<file path="src/rtl/multicycle_control_fsm_pkg.sv">
// -----------------------------------------------------------------------------
// rv_ctrl_pkg
// Shared constants for the multi-cycle RV32I control path:
//   - RV32I major opcodes recognised by the sequencer
//   - ALUOp, ALU B-source and writeback-source encodings driven to the datapath
//   - FSM state encodings (plain 4-bit constants so older tools and
//     hand-written netlists can compare against them directly)
// No ports; imported by the controller, its interface and its sub-modules.
// -----------------------------------------------------------------------------
package rv_ctrl_pkg;

  // RV32I major opcodes (instr[6:0])
  localparam logic [6:0] OP_LOAD   = 7'b0000011;
  localparam logic [6:0] OP_IMM    = 7'b0010011;
  localparam logic [6:0] OP_STORE  = 7'b0100011;
  localparam logic [6:0] OP_REG    = 7'b0110011;
  localparam logic [6:0] OP_BRANCH = 7'b1100011;
  localparam logic [6:0] OP_JAL    = 7'b1101111;

  // ALU operation class; the ALU control block refines 10/11 using funct3/7
  typedef enum logic [1:0] {
    ALU_ADD   = 2'b00,
    ALU_SUB   = 2'b01,
    ALU_RTYPE = 2'b10,
    ALU_ITYPE = 2'b11
  } alu_op_e;

  // ALU B operand select
  typedef enum logic [1:0] {
    SRCB_RS2  = 2'b00,
    SRCB_FOUR = 2'b01,
    SRCB_IMM  = 2'b10
  } alu_src_b_e;

  // Register-file writeback source
  typedef enum logic [1:0] {
    WB_ALUOUT = 2'b00,
    WB_MDR    = 2'b01,
    WB_PC     = 2'b10
  } mem_to_reg_e;

  // FSM state encodings
  typedef logic [3:0] state_t;

  localparam state_t ST_FETCH    = 4'd0;
  localparam state_t ST_DECODE   = 4'd1;
  localparam state_t ST_EXEC_R   = 4'd2;
  localparam state_t ST_EXEC_I   = 4'd3;
  localparam state_t ST_ALU_WB   = 4'd4;
  localparam state_t ST_MEM_ADDR = 4'd5;
  localparam state_t ST_MEM_RD   = 4'd6;
  localparam state_t ST_MEM_WB   = 4'd7;
  localparam state_t ST_MEM_WR   = 4'd8;
  localparam state_t ST_BRANCH   = 4'd9;
  localparam state_t ST_JAL      = 4'd10;
  localparam state_t ST_TRAP     = 4'd11;

endpackage

</file>
<file path="src/rtl/multicycle_control_fsm_if.sv">
// -----------------------------------------------------------------------------
// multicycle_control_fsm_if
// Memory-port handshake between the multi-cycle controller and the shared
// instruction/data memory.
//   mem_req   : request, held stable until mem_ready
//   mem_we    : write strobe, qualified by mem_req
//   i_or_d    : address select (0 = PC, 1 = ALUOut), qualified by mem_req
//   mem_ready : memory completes the current request this cycle
// Modports: master = controller side, slave = memory side.
// -----------------------------------------------------------------------------
interface multicycle_control_fsm_if;

  logic mem_req;
  logic mem_we;
  logic i_or_d;
  logic mem_ready;

  modport master (
    output mem_req,
    output mem_we,
    output i_or_d,
    input  mem_ready
  );

  modport slave (
    input  mem_req,
    input  mem_we,
    input  i_or_d,
    output mem_ready
  );

endinterface

</file>
<file path="src/rtl/multicycle_control_fsm_mem_wait_timer.sv">
// -----------------------------------------------------------------------------
// mem_wait_timer
// Watchdog for the memory handshake. Counts cycles in which a request is
// outstanding without mem_ready and flags the cycle in which the count would
// reach MEM_TIMEOUT, so the controller leaves a memory state after exactly
// MEM_TIMEOUT unanswered request cycles.
// Ports:
//   clk      : core clock
//   rst_n    : asynchronous active-low reset, clears the count
//   clear    : restart the count (controller is entering a new state)
//   count_en : a request is outstanding and mem_ready is low this cycle
//   expired  : this is the MEM_TIMEOUT-th unanswered cycle; abort the request
// -----------------------------------------------------------------------------
module mem_wait_timer #(
  parameter int MEM_TIMEOUT = 15
) (
  input  logic clk,
  input  logic rst_n,
  input  logic clear,
  input  logic count_en,
  output logic expired
);

  localparam int CW = (MEM_TIMEOUT < 1) ? 1 : $clog2(MEM_TIMEOUT + 1);
  localparam logic [CW-1:0] CNT_MAX  = CW'(MEM_TIMEOUT);
  localparam logic [CW-1:0] CNT_LAST = CW'(MEM_TIMEOUT - 1);

  logic [CW-1:0] count_q;
  logic [CW-1:0] count_d;

  // Saturate rather than wrap so a stuck request can never look fresh again.
  always_comb begin
    count_d = count_q;
    if (clear) begin
      count_d = '0;
    end else if (count_en && (count_q != CNT_MAX)) begin
      count_d = count_q + CW'(1);
    end
  end

  always_ff @(posedge clk or negedge rst_n) begin
    if (!rst_n) begin
      count_q <= '0;
    end else begin
      count_q <= count_d;
    end
  end

  // count_en already implies mem_ready is low, so a late mem_ready in the
  // expiry cycle suppresses the abort.
  assign expired = count_en && (count_q == CNT_LAST);

endmodule

</file>
<file path="src/rtl/multicycle_control_fsm.sv">
// -----------------------------------------------------------------------------
// multicycle_control_fsm
// Main control sequencer for a multi-cycle RV32I datapath with one shared ALU
// and one shared memory port. Each instruction walks FETCH -> DECODE -> a
// class-specific path and returns to FETCH; instr_done marks the final cycle.
// Outputs decode from the registered state; the only input-dependent outputs
// are the handshake completions (ir_write/pc_write in FETCH, instr_done in
// MEM_WR), which fire in the cycle mem_ready is seen.
// Ports:
//   clk, rst_n      : core clock, asynchronous active-low reset
//   opcode          : instr[6:0] from the IR, used from DECODE onward
//   zero            : ALU zero flag (consumed by the datapath PC enable)
//   mem             : memory handshake (master side)
//   ir_write        : load instruction register
//   pc_write        : unconditional PC load
//   pc_write_cond   : PC load gated by zero in the datapath
//   pc_src          : 0 = ALU result, 1 = ALUOut
//   alu_src_a       : 0 = PC, 1 = rs1
//   alu_src_b       : 00 = rs2, 01 = 4, 10 = imm
//   alu_op          : 00 add, 01 sub, 10 R funct, 11 I funct
//   reg_write       : register file write
//   mem_to_reg      : 00 = ALUOut, 01 = MDR, 10 = PC (link)
//   illegal_op      : one-cycle pulse for an unsupported opcode
//   mem_timeout     : one-cycle pulse after a watchdog abort
//   instr_done      : one-cycle pulse in the last cycle of an instruction
// -----------------------------------------------------------------------------
module multicycle_control_fsm
  import rv_ctrl_pkg::*;
#(
  parameter int MEM_TIMEOUT = 15,
  parameter bit ENABLE_JAL  = 1'b1
) (
  input  logic                     clk,
  input  logic                     rst_n,
  input  logic [6:0]               opcode,
  input  logic                     zero,
  multicycle_control_fsm_if.master mem,
  output logic                     ir_write,
  output logic                     pc_write,
  output logic                     pc_write_cond,
  output logic                     pc_src,
  output logic                     alu_src_a,
  output logic [1:0]               alu_src_b,
  output logic [1:0]               alu_op,
  output logic                     reg_write,
  output logic [1:0]               mem_to_reg,
  output logic                     illegal_op,
  output logic                     mem_timeout,
  output logic                     instr_done
);

  state_t state_q;
  state_t state_d;

  // Records why TRAP was entered so a single TRAP state can report either
  // an illegal opcode or a watchdog abort.
  logic trap_tmo_q;
  logic trap_tmo_d;

  logic mem_req_w;
  logic mem_we_w;
  logic i_or_d_w;
  logic wait_cycle;
  logic wd_clear;
  logic wd_expired;

  // Branch resolution happens in the datapath (pc_write | pc_write_cond & zero);
  // the sequence itself does not depend on the flag.
  logic unused_zero;
  assign unused_zero = zero;

  // ---------------------------------------------------------------------------
  // Watchdog
  // ---------------------------------------------------------------------------
  assign wait_cycle = mem_req_w && !mem.mem_ready;
  // Any state change restarts the count, which covers entry into every
  // memory state (including FETCH after TRAP).
  assign wd_clear   = (state_d != state_q);

  mem_wait_timer #(
    .MEM_TIMEOUT (MEM_TIMEOUT)
  ) u_mem_wait_timer (
    .clk      (clk),
    .rst_n    (rst_n),
    .clear    (wd_clear),
    .count_en (wait_cycle),
    .expired  (wd_expired)
  );

  // ---------------------------------------------------------------------------
  // Next-state logic
  // ---------------------------------------------------------------------------
  always_comb begin
    state_d    = state_q;
    trap_tmo_d = trap_tmo_q;

    case (state_q)
      ST_FETCH: begin
        if (mem.mem_ready) begin
          state_d = ST_DECODE;
        end else if (wd_expired) begin
          state_d    = ST_TRAP;
          trap_tmo_d = 1'b1;
        end
      end

      ST_DECODE: begin
        case (opcode)
          OP_LOAD,
          OP_STORE:  state_d = ST_MEM_ADDR;
          OP_REG:    state_d = ST_EXEC_R;
          OP_IMM:    state_d = ST_EXEC_I;
          OP_BRANCH: state_d = ST_BRANCH;
          OP_JAL: begin
            if (ENABLE_JAL) begin
              state_d = ST_JAL;
            end else begin
              state_d    = ST_TRAP;
              trap_tmo_d = 1'b0;
            end
          end
          default: begin
            state_d    = ST_TRAP;
            trap_tmo_d = 1'b0;
          end
        endcase
      end

      ST_EXEC_R,
      ST_EXEC_I:   state_d = ST_ALU_WB;

      ST_MEM_ADDR: state_d = (opcode == OP_LOAD) ? ST_MEM_RD : ST_MEM_WR;

      ST_MEM_RD: begin
        if (mem.mem_ready) begin
          state_d = ST_MEM_WB;
        end else if (wd_expired) begin
          state_d    = ST_TRAP;
          trap_tmo_d = 1'b1;
        end
      end

      ST_MEM_WR: begin
        if (mem.mem_ready) begin
          state_d = ST_FETCH;
        end else if (wd_expired) begin
          state_d    = ST_TRAP;
          trap_tmo_d = 1'b1;
        end
      end

      ST_ALU_WB,
      ST_MEM_WB,
      ST_BRANCH,
      ST_JAL,
      ST_TRAP:     state_d = ST_FETCH;

      default:     state_d = ST_FETCH;
    endcase
  end

  always_ff @(posedge clk or negedge rst_n) begin
    if (!rst_n) begin
      state_q    <= ST_FETCH;
      trap_tmo_q <= 1'b0;
    end else begin
      state_q    <= state_d;
      trap_tmo_q <= trap_tmo_d;
    end
  end

  // ---------------------------------------------------------------------------
  // Output decode
  // ---------------------------------------------------------------------------
  always_comb begin
    mem_req_w     = 1'b0;
    mem_we_w      = 1'b0;
    i_or_d_w      = 1'b0;
    ir_write      = 1'b0;
    pc_write      = 1'b0;
    pc_write_cond = 1'b0;
    pc_src        = 1'b0;
    alu_src_a     = 1'b0;
    alu_src_b     = SRCB_RS2;
    alu_op        = ALU_ADD;
    reg_write     = 1'b0;
    mem_to_reg    = WB_ALUOUT;
    illegal_op    = 1'b0;
    mem_timeout   = 1'b0;
    instr_done    = 1'b0;

    case (state_q)
      ST_FETCH: begin
        // PC + 4 computed while the instruction is read; both loads commit
        // together in the completing cycle.
        mem_req_w = 1'b1;
        alu_src_b = SRCB_FOUR;
        ir_write  = mem.mem_ready;
        pc_write  = mem.mem_ready;
      end

      ST_DECODE: begin
        // Speculative branch target (PC already +4 here) into ALUOut.
        alu_src_b = SRCB_IMM;
      end

      ST_EXEC_R: begin
        alu_src_a = 1'b1;
        alu_src_b = SRCB_RS2;
        alu_op    = ALU_RTYPE;
      end

      ST_EXEC_I: begin
        alu_src_a = 1'b1;
        alu_src_b = SRCB_IMM;
        alu_op    = ALU_ITYPE;
      end

      ST_ALU_WB: begin
        reg_write  = 1'b1;
        mem_to_reg = WB_ALUOUT;
        instr_done = 1'b1;
      end

      ST_MEM_ADDR: begin
        alu_src_a = 1'b1;
        alu_src_b = SRCB_IMM;
        alu_op    = ALU_ADD;
      end

      ST_MEM_RD: begin
        mem_req_w = 1'b1;
        i_or_d_w  = 1'b1;
      end

      ST_MEM_WB: begin
        reg_write  = 1'b1;
        mem_to_reg = WB_MDR;
        instr_done = 1'b1;
      end

      ST_MEM_WR: begin
        mem_req_w  = 1'b1;
        mem_we_w   = 1'b1;
        i_or_d_w   = 1'b1;
        instr_done = mem.mem_ready;
      end

      ST_BRANCH: begin
        alu_src_a     = 1'b1;
        alu_src_b     = SRCB_RS2;
        alu_op        = ALU_SUB;
        pc_write_cond = 1'b1;
        pc_src        = 1'b1;
        instr_done    = 1'b1;
      end

      ST_JAL: begin
        // Link value is the already-incremented PC; target sits in ALUOut.
        reg_write  = 1'b1;
        mem_to_reg = WB_PC;
        pc_write   = 1'b1;
        pc_src     = 1'b1;
        instr_done = 1'b1;
      end

      ST_TRAP: begin
        illegal_op  = !trap_tmo_q;
        mem_timeout = trap_tmo_q;
        instr_done  = 1'b1;
      end

      default: ;
    endcase
  end

  assign mem.mem_req = mem_req_w;
  assign mem.mem_we  = mem_we_w;
  assign mem.i_or_d  = i_or_d_w;

endmodule

</file>
<file path="src/flat_wrapper.sv">
// flat-port wrapper written by rule: the top's interface ports become plain ports
module multicycle_control_fsm_flat import rv_ctrl_pkg::*;
#(
  parameter int MEM_TIMEOUT = 15,
  parameter bit ENABLE_JAL  = 1'b1
)
  (clk, rst_n, opcode, zero, ir_write, pc_write, pc_write_cond, pc_src, alu_src_a, alu_src_b, alu_op, reg_write, mem_to_reg, illegal_op, mem_timeout, instr_done, mem_mem_req, mem_mem_we, mem_i_or_d, mem_mem_ready);
  multicycle_control_fsm_if mem_i ();
  input  logic clk;
  input  logic rst_n;
  input  logic [6:0] opcode;
  input  logic zero;
  output logic ir_write;
  output logic pc_write;
  output logic pc_write_cond;
  output logic pc_src;
  output logic alu_src_a;
  output logic [1:0] alu_src_b;
  output logic [1:0] alu_op;
  output logic reg_write;
  output logic [1:0] mem_to_reg;
  output logic illegal_op;
  output logic mem_timeout;
  output logic instr_done;
  output wire logic [$bits(mem_i.mem_req)-1:0] mem_mem_req;
  output wire logic [$bits(mem_i.mem_we)-1:0] mem_mem_we;
  output wire logic [$bits(mem_i.i_or_d)-1:0] mem_i_or_d;
  input wire logic [$bits(mem_i.mem_ready)-1:0] mem_mem_ready;
  assign mem_mem_req = mem_i.mem_req;
  assign mem_mem_we = mem_i.mem_we;
  assign mem_i_or_d = mem_i.i_or_d;
  assign mem_i.mem_ready = mem_mem_ready;
  multicycle_control_fsm #(.MEM_TIMEOUT(MEM_TIMEOUT), .ENABLE_JAL(ENABLE_JAL)) u_core (.clk(clk), .rst_n(rst_n), .opcode(opcode), .zero(zero), .mem(mem_i), .ir_write(ir_write), .pc_write(pc_write), .pc_write_cond(pc_write_cond), .pc_src(pc_src), .alu_src_a(alu_src_a), .alu_src_b(alu_src_b), .alu_op(alu_op), .reg_write(reg_write), .mem_to_reg(mem_to_reg), .illegal_op(illegal_op), .mem_timeout(mem_timeout), .instr_done(instr_done));
endmodule
</file>
<file path="config.mk">
export PLATFORM = sky130hd
export DESIGN_NAME = multicycle_control_fsm_flat
export DESIGN_NICKNAME = d
export VERILOG_FILES = /design/src/rtl/multicycle_control_fsm_pkg.sv /design/src/rtl/multicycle_control_fsm_if.sv /design/src/rtl/multicycle_control_fsm_mem_wait_timer.sv /design/src/rtl/multicycle_control_fsm.sv /design/src/flat_wrapper.sv
export SDC_FILE = /design/constraint.sdc
export NUM_CORES = 1
export LEC_CHECK = 0
export BUFFER_PORTS_ARGS = -buffer_cell sky130_fd_sc_hd__buf_2
export CORE_MARGIN = 3
export CORE_UTILIZATION = 40
export DETAILED_ROUTE_END_ITERATION = 12
export SETUP_SLACK_MARGIN = 0.2
export SYNTH_ARGS = -nofsm -noshare
export SYNTH_HDL_FRONTEND = slang
export SYNTH_SLANG_ARGS = --single-unit
</file>
<file path="constraint.sdc">
create_clock -name clk -period 4.4 [get_ports clk]
set_input_delay 0.88 -clock clk [delete_from_list [all_inputs] [get_ports clk]]
set_output_delay 0.88 -clock clk [all_outputs]
set_load 0.03 [all_outputs]
</file>
-- Word level (Yosys, flattened, before mapping)
Cells that the tools add are included.
W data, S select, Z words.
- register bits: 9
- bits of input ports: 11
- output and inout bits: 18
- add/sub/neg operators: 1
- equality and inequality tests: 23
- multiplexer cells: 28
- reduce and logical (&&, ||, !) cells: 19
- operators with widths (cell ; number):
    $mux W4 ; 7
    $pmux W4 S6 ; 1
    $eq A4 B4 Y1 const B ; 5
    $pmux W4 S5 ; 1
    $eq A4 B3 Y1 const B ; 4
    $eq A7 B6 Y1 const B ; 2
    $eq A7 B7 Y1 const B ; 2
    $mux W1 ; 13
    $reduce_or A3 Y1 ; 3
    $eq A4 B2 Y1 const B ; 2
    $pmux W2 S2 ; 2
    $reduce_or A2 Y1 ; 4
    $eq A7 B2 Y1 const B ; 1
    $eq A7 B5 Y1 const B ; 1
    $pmux W1 S2 ; 3
    $pmux W2 S3 ; 1
    $reduce_or A6 Y1 ; 1
    $reduce_or A5 Y1 ; 1
    $add A4 B1 Y4 const B ; 1
    $eq A4 B1 Y1 const B ; 1
    $logic_not A4 Y1 ; 1
    $ne A2 B2 Y1 const B ; 2
    $ne A4 B4 Y1 ; 1
    $ne A4 B4 Y1 const B ; 1
    other kinds (6) ; 10

-- Longest topological paths before layout
- word-level depth: 10
- gate-level depth with buffers: 7

-- Modules after synthesis
From an unflattened synthesis, not the netlist that was laid out.
- cell total of the unflattened synthesis: 124
- area, all modules: 963.4 sq um
- modules (own cells, without submodules) (module ; instances ; cells each ; area an instance (sq um) ; seq. area each (sq um)):
    multicycle_control_fsm ; 1 ; 101 ; 703.2 ; 125.1
    mem_wait_timer ; 1 ; 23 ; 260.2 ; 100.1

-- Worst setup path after synthesis
No wires, ideal clock.
- kind: reg2out
- start: reg u_core.state_q[1]
- end: out pc_write
- data arrival time: 2301 ps
- data required time: 3520 ps
- setup slack: 1219 ps
- stages on the path, launching flop included: 5
- buffers on the path: 1
- path through: dfrtp_1 buf_6 nor4_1 and2_1 or2_2
- cells in the longest elaborated chain, start to end: 2
- elaborated cells between the ends (all ways): 3
- ends and longest elaborated chain (what ; RTL line ; source):
    start, declared ; multicycle_control_fsm.sv:52 ; state_t state_q;
    start signal, assigned ; multicycle_control_fsm.sv:167 ; state_q <= state_d;
    $eq A4 B4 Y1 or $logic_not A4 Y1 (tied branches) ; multicycle_control_fsm.sv:192 ; case (state_q)
    $pmux W1 S2 (*) ; multicycle_control_fsm.sv:192 ;
    end, declared ; flat_wrapper.sv:14 ; output logic pc_write;
Every way passes the cells marked *; elsewhere a longest branch is shown, timed or not.

-- Worst setup path after layout
- start: reg u_core.state_q[1]
- end: out mem_mem_req
- cells in the longest elaborated chain, start to end: 3
- elaborated cells between the ends (all ways): 5
- ends and longest elaborated chain (what ; RTL line ; source):
    $eq A4 B3 Y1 (tied with other cells) ; multicycle_control_fsm.sv:192 ;
    $reduce_or A3 Y1 (no line) (*) ; -- ;
    $mux W1 (*) ; multicycle_control_fsm.sv:192 ;
    end, declared ; flat_wrapper.sv:25 ; output wire logic [$bits(mem_i.mem_req)-1:0] mem_mem_req;
Marks and branches as above.

==> results.md <==
- # rows: 17
- F_max: 366 MHz
- CTS Hold Bufs: 0
- R2R Setup Slk: 2.19 ns
- Routed len/inst: 13.9 um
- Setup CP Type: reg -> out
- Post-Route WL: 2.42 mm
- CTS sink count: 9
- Static leakage: 0.513 nW
- FF-to-FF Start: u_core.state_q[0]$_DFF_PN0_
- Post-detail-place hpwl: 1.92 mm
- Die width: 55.3 um
- Max Slew Vio Count: 0
- Final hold violation count: 0
- Sequential Area: 225 sq um
- Post-synth EDFFs: 0
- Clk Latency, worst-skew pair: 0.26 ns
- ANT nets after route: 0
- Tcrit/Tclk final: 62.1%
- Grt ovf: 0
- Ys flop type: dfrtp_1
- Hold Crit Class: in -> async
- Synth Instances: 119
- Total setup buffers inserted after CTS: 0
- Critical Path Source Type: flip-flop
- Initial antenna violation count: 0
- Placed insts: 170
- Final #Nets: 160
- GPL Wtd Cong: 0.805
- Io pins: 29
- Number of diodes: 0
- Post-synthesis sequential area ratio: 23.1%
- H-tree levels: 1
- Core Area: 2250 sq um
- Largest net degree at the start of global routing: 18
- DRT Pass-1 Iters: 4
- Worst Path Required: 3.52 ns
- Status: complete, no violations
- Synth Register Bits: 9
- Maximum clock path buffer count: 2
- First-pass GRT wire length: 4.31 mm
- Fill cells: 235
- Fin Clk Skew: 0.00361 ns
- Drc violations: 0
- Worst Setup End Kind: primary output
- Crit. Startpoint: u_core.state_q[1]$_DFF_PN0_
- Final setup fails: 0
- Initial Util: 43.2%
- TritonCTS Buffers: 3
- Post-route setup slack: 1.67 ns
- Fin util: 49.6%
- Setup_tns: 0 ns
- Syn Nets: 132
- Worst slew margin: 66.8%
- Multi-input combinational cell area: 669 sq um
- Fraction of registers with async set/reset: 100%
- Syn Area/Cell: 8.18 sq um
- Total power: 0.683 mW
- Clock-pin slew on the worst setup and hold paths: 0.06 ns
- Post-DR vias/cell: 5.75
- Non-Filler Instances: 174
- DRT iter0 DRCs: 30
- CTS tree: yes
- Layout area overhead: 14.9%
- Total track usage: 16.9%
- Clk root buf: clkbuf_4
- DR vias: 1000
- Die Span Y: 55.3 um
- Critical Path AT: 1.85 ns
- Mapped Area: 973 sq um
- Post-CTS resize count: 0
- # port buffers: 27
- Vias in the first global route: 944
- Synth warn: 0
- RSZ-0062 raised after global routing: no
- PwrDens: 611 nW/um^2
- Reg-to-Reg End: u_core.u_mem_wait_timer.count_q[2]$_DFFE_PN0P_
- Netlist cell types: 49
- Share of post-route cells with drive strength above 1: 31.5%
- Min Tclk post-route: 2.73 ns
- DIE AREA: 3060 sq um
- R2R cell count: 5
- Pre-CTS setup slack: 1.75 ns
- Maximum vdd ir drop: 337 uV
- Worst-path maximum fanout: 17
- MaxCap Viol Count: 0
- End point of the critical path: mem_mem_req
- Worst-Margin Slew: 0.498 ns
worst min path at each step:
| stage | startpoint | end | slack (ns) | cells past startpoint |
|---|---|---|---|---|
| finish | rst_n | u_core.u_mem_wait_timer.count_q[3]$_DFFE_PN0P_ | 0.46 | 1 |
| global placement | u_core.trap_tmo_q$_DFFE_PN0P_ | u_core.trap_tmo_q$_DFFE_PN0P_ | 0.53 | 1 |
| detailed placement | u_core.trap_tmo_q$_DFFE_PN0P_ | u_core.trap_tmo_q$_DFFE_PN0P_ | 0.54 | 1 |
| floorplan | u_core.trap_tmo_q$_DFFE_PN0P_ | u_core.trap_tmo_q$_DFFE_PN0P_ | 0.49 | 1 |
| global route | rst_n | u_core.u_mem_wait_timer.count_q[3]$_DFFE_PN0P_ | 0.46 | 1 |
| CTS | rst_n | u_core.u_mem_wait_timer.count_q[3]$_DFFE_PN0P_ | 0.46 | 1 |
critical path: stages (launching register included):
cell	delay, ns
dfrtp_1	0.55
or2_2	0.38
a21oi_1	0.37
buf_2	0.28
flip-flops by register name (all words and copies together) (netlist names):
| name | flops |
|---|---|
| u_core.u_mem_wait_timer.count_q | 4 |
| u_core.state_q | 4 |
| u_core.trap_tmo_q | 1 |
placed cells by master (no fill, tap or decap), types with 2 or more instances in the layout:
cell type	n
clkbuf_4	3
nor2_1	9
buf_2	27
o21bai_1	2
o21ai_0	7
nand2b_1	2
dfrtp_1	9
nor4_1	4
a21o_1	2
inv_1	7
xnor2_1	2
ha_1	2
nand3b_1	2
or2b_2	2
or2_1	2
nor3_1	9
a21oi_1	6
nand3_1	4
mux2i_1	2
and2b_2	2
or2_2	2
nand2_1	9
o22ai_1	3
synthesized netlist by cell type (2+ instances only):
master	count	area, sq um
xnor2_1	2	17.5
and2b_2	2	17.5
nor3_1	9	45.0
a21o_1	2	15.0
a21oi_1	6	30.0
nor2_1	9	33.8
ha_1	2	25.0
nor4_1	4	25.0
nand3_1	4	20.0
or2_2	2	12.5
clkbuf_8	3	41.3
or2_1	2	12.5
nand2_1	9	33.8
dfrtp_1	9	225
nand3b_1	2	15.0
nand2b_1	2	12.5
o22ai_1	3	18.8
inv_1	7	26.3
o21ai_0	7	35.0
o21bai_1	2	15.0
or2b_2	2	17.5
mux2i_1	2	20.0
area by class of cell:
cell class | count | share of cell area, %
Multi-Input combinational cell | 99 | 59.8
Sequential cell | 9 | 20.1
Timing Repair Buffer | 27 | 12.1
Tap cell | 28 | 3.13
Inverter | 7 | 2.35
Clock buffer | 3 | 2.01
Clock inverter | 1 | 0.447
stage by stage:
step | area (sq um) | hold slack [ns]
floorplan | 973 | 0.489
global placement | 1090 | 0.534
detailed placement | 1090 | 0.542
CTS | 1120 | 0.456
global route | 1120 | 0.462
finish | 1120 | 0.457
routing by layer:
| layer | global-route usage (%) | up-vias | routed length (um) |
|---|---|---|---|
| li1 | - | 500 | - |
| met3 | 4.91 | 2 | 173 |
| met2 | 27.2 | 31 | 1110 |
| met4 | 3.13 | 0 | 9 |
| met5 | 0 | - | 0 |
| met1 | 22.6 | 467 | 1130 |
logic make-up (layout without fill, tap and decap cells):
| logic type | count (synthesis) | count (layout) | synth area share (%) |
|---|---|---|---|
| AND/OR/NAND/NOR | 62 | 62 | 40.9 |
| AO/OA/AOI/OAI | 31 | 31 | 21.5 |
| buffers and inverters | 11 | 38 | 8.10 |
| flip-flops | 9 | 9 | 23.1 |
| adder cells (fa/ha/maj) | 2 | 2 | 2.57 |
| XOR/XNOR | 2 | 2 | 1.80 |
| multiplexers | 2 | 2 | 2.06 |
power breakdown:
| group | internal [mW] | leakage (nW) | switching (mW) | total (mW) |
|---|---|---|---|---|
| registers | 0.101 | 0.122 | 0.0644 | 0.165 |
| logic | 0.159 | 0.374 | 0.295 | 0.455 |
| clock network | 0.0335 | 0.0177 | 0.0295 | 0.0631 |
| total | 0.294 | 0.513 | 0.389 | 0.683 |
No activity file was read; power rests on OpenSTA's default activity.
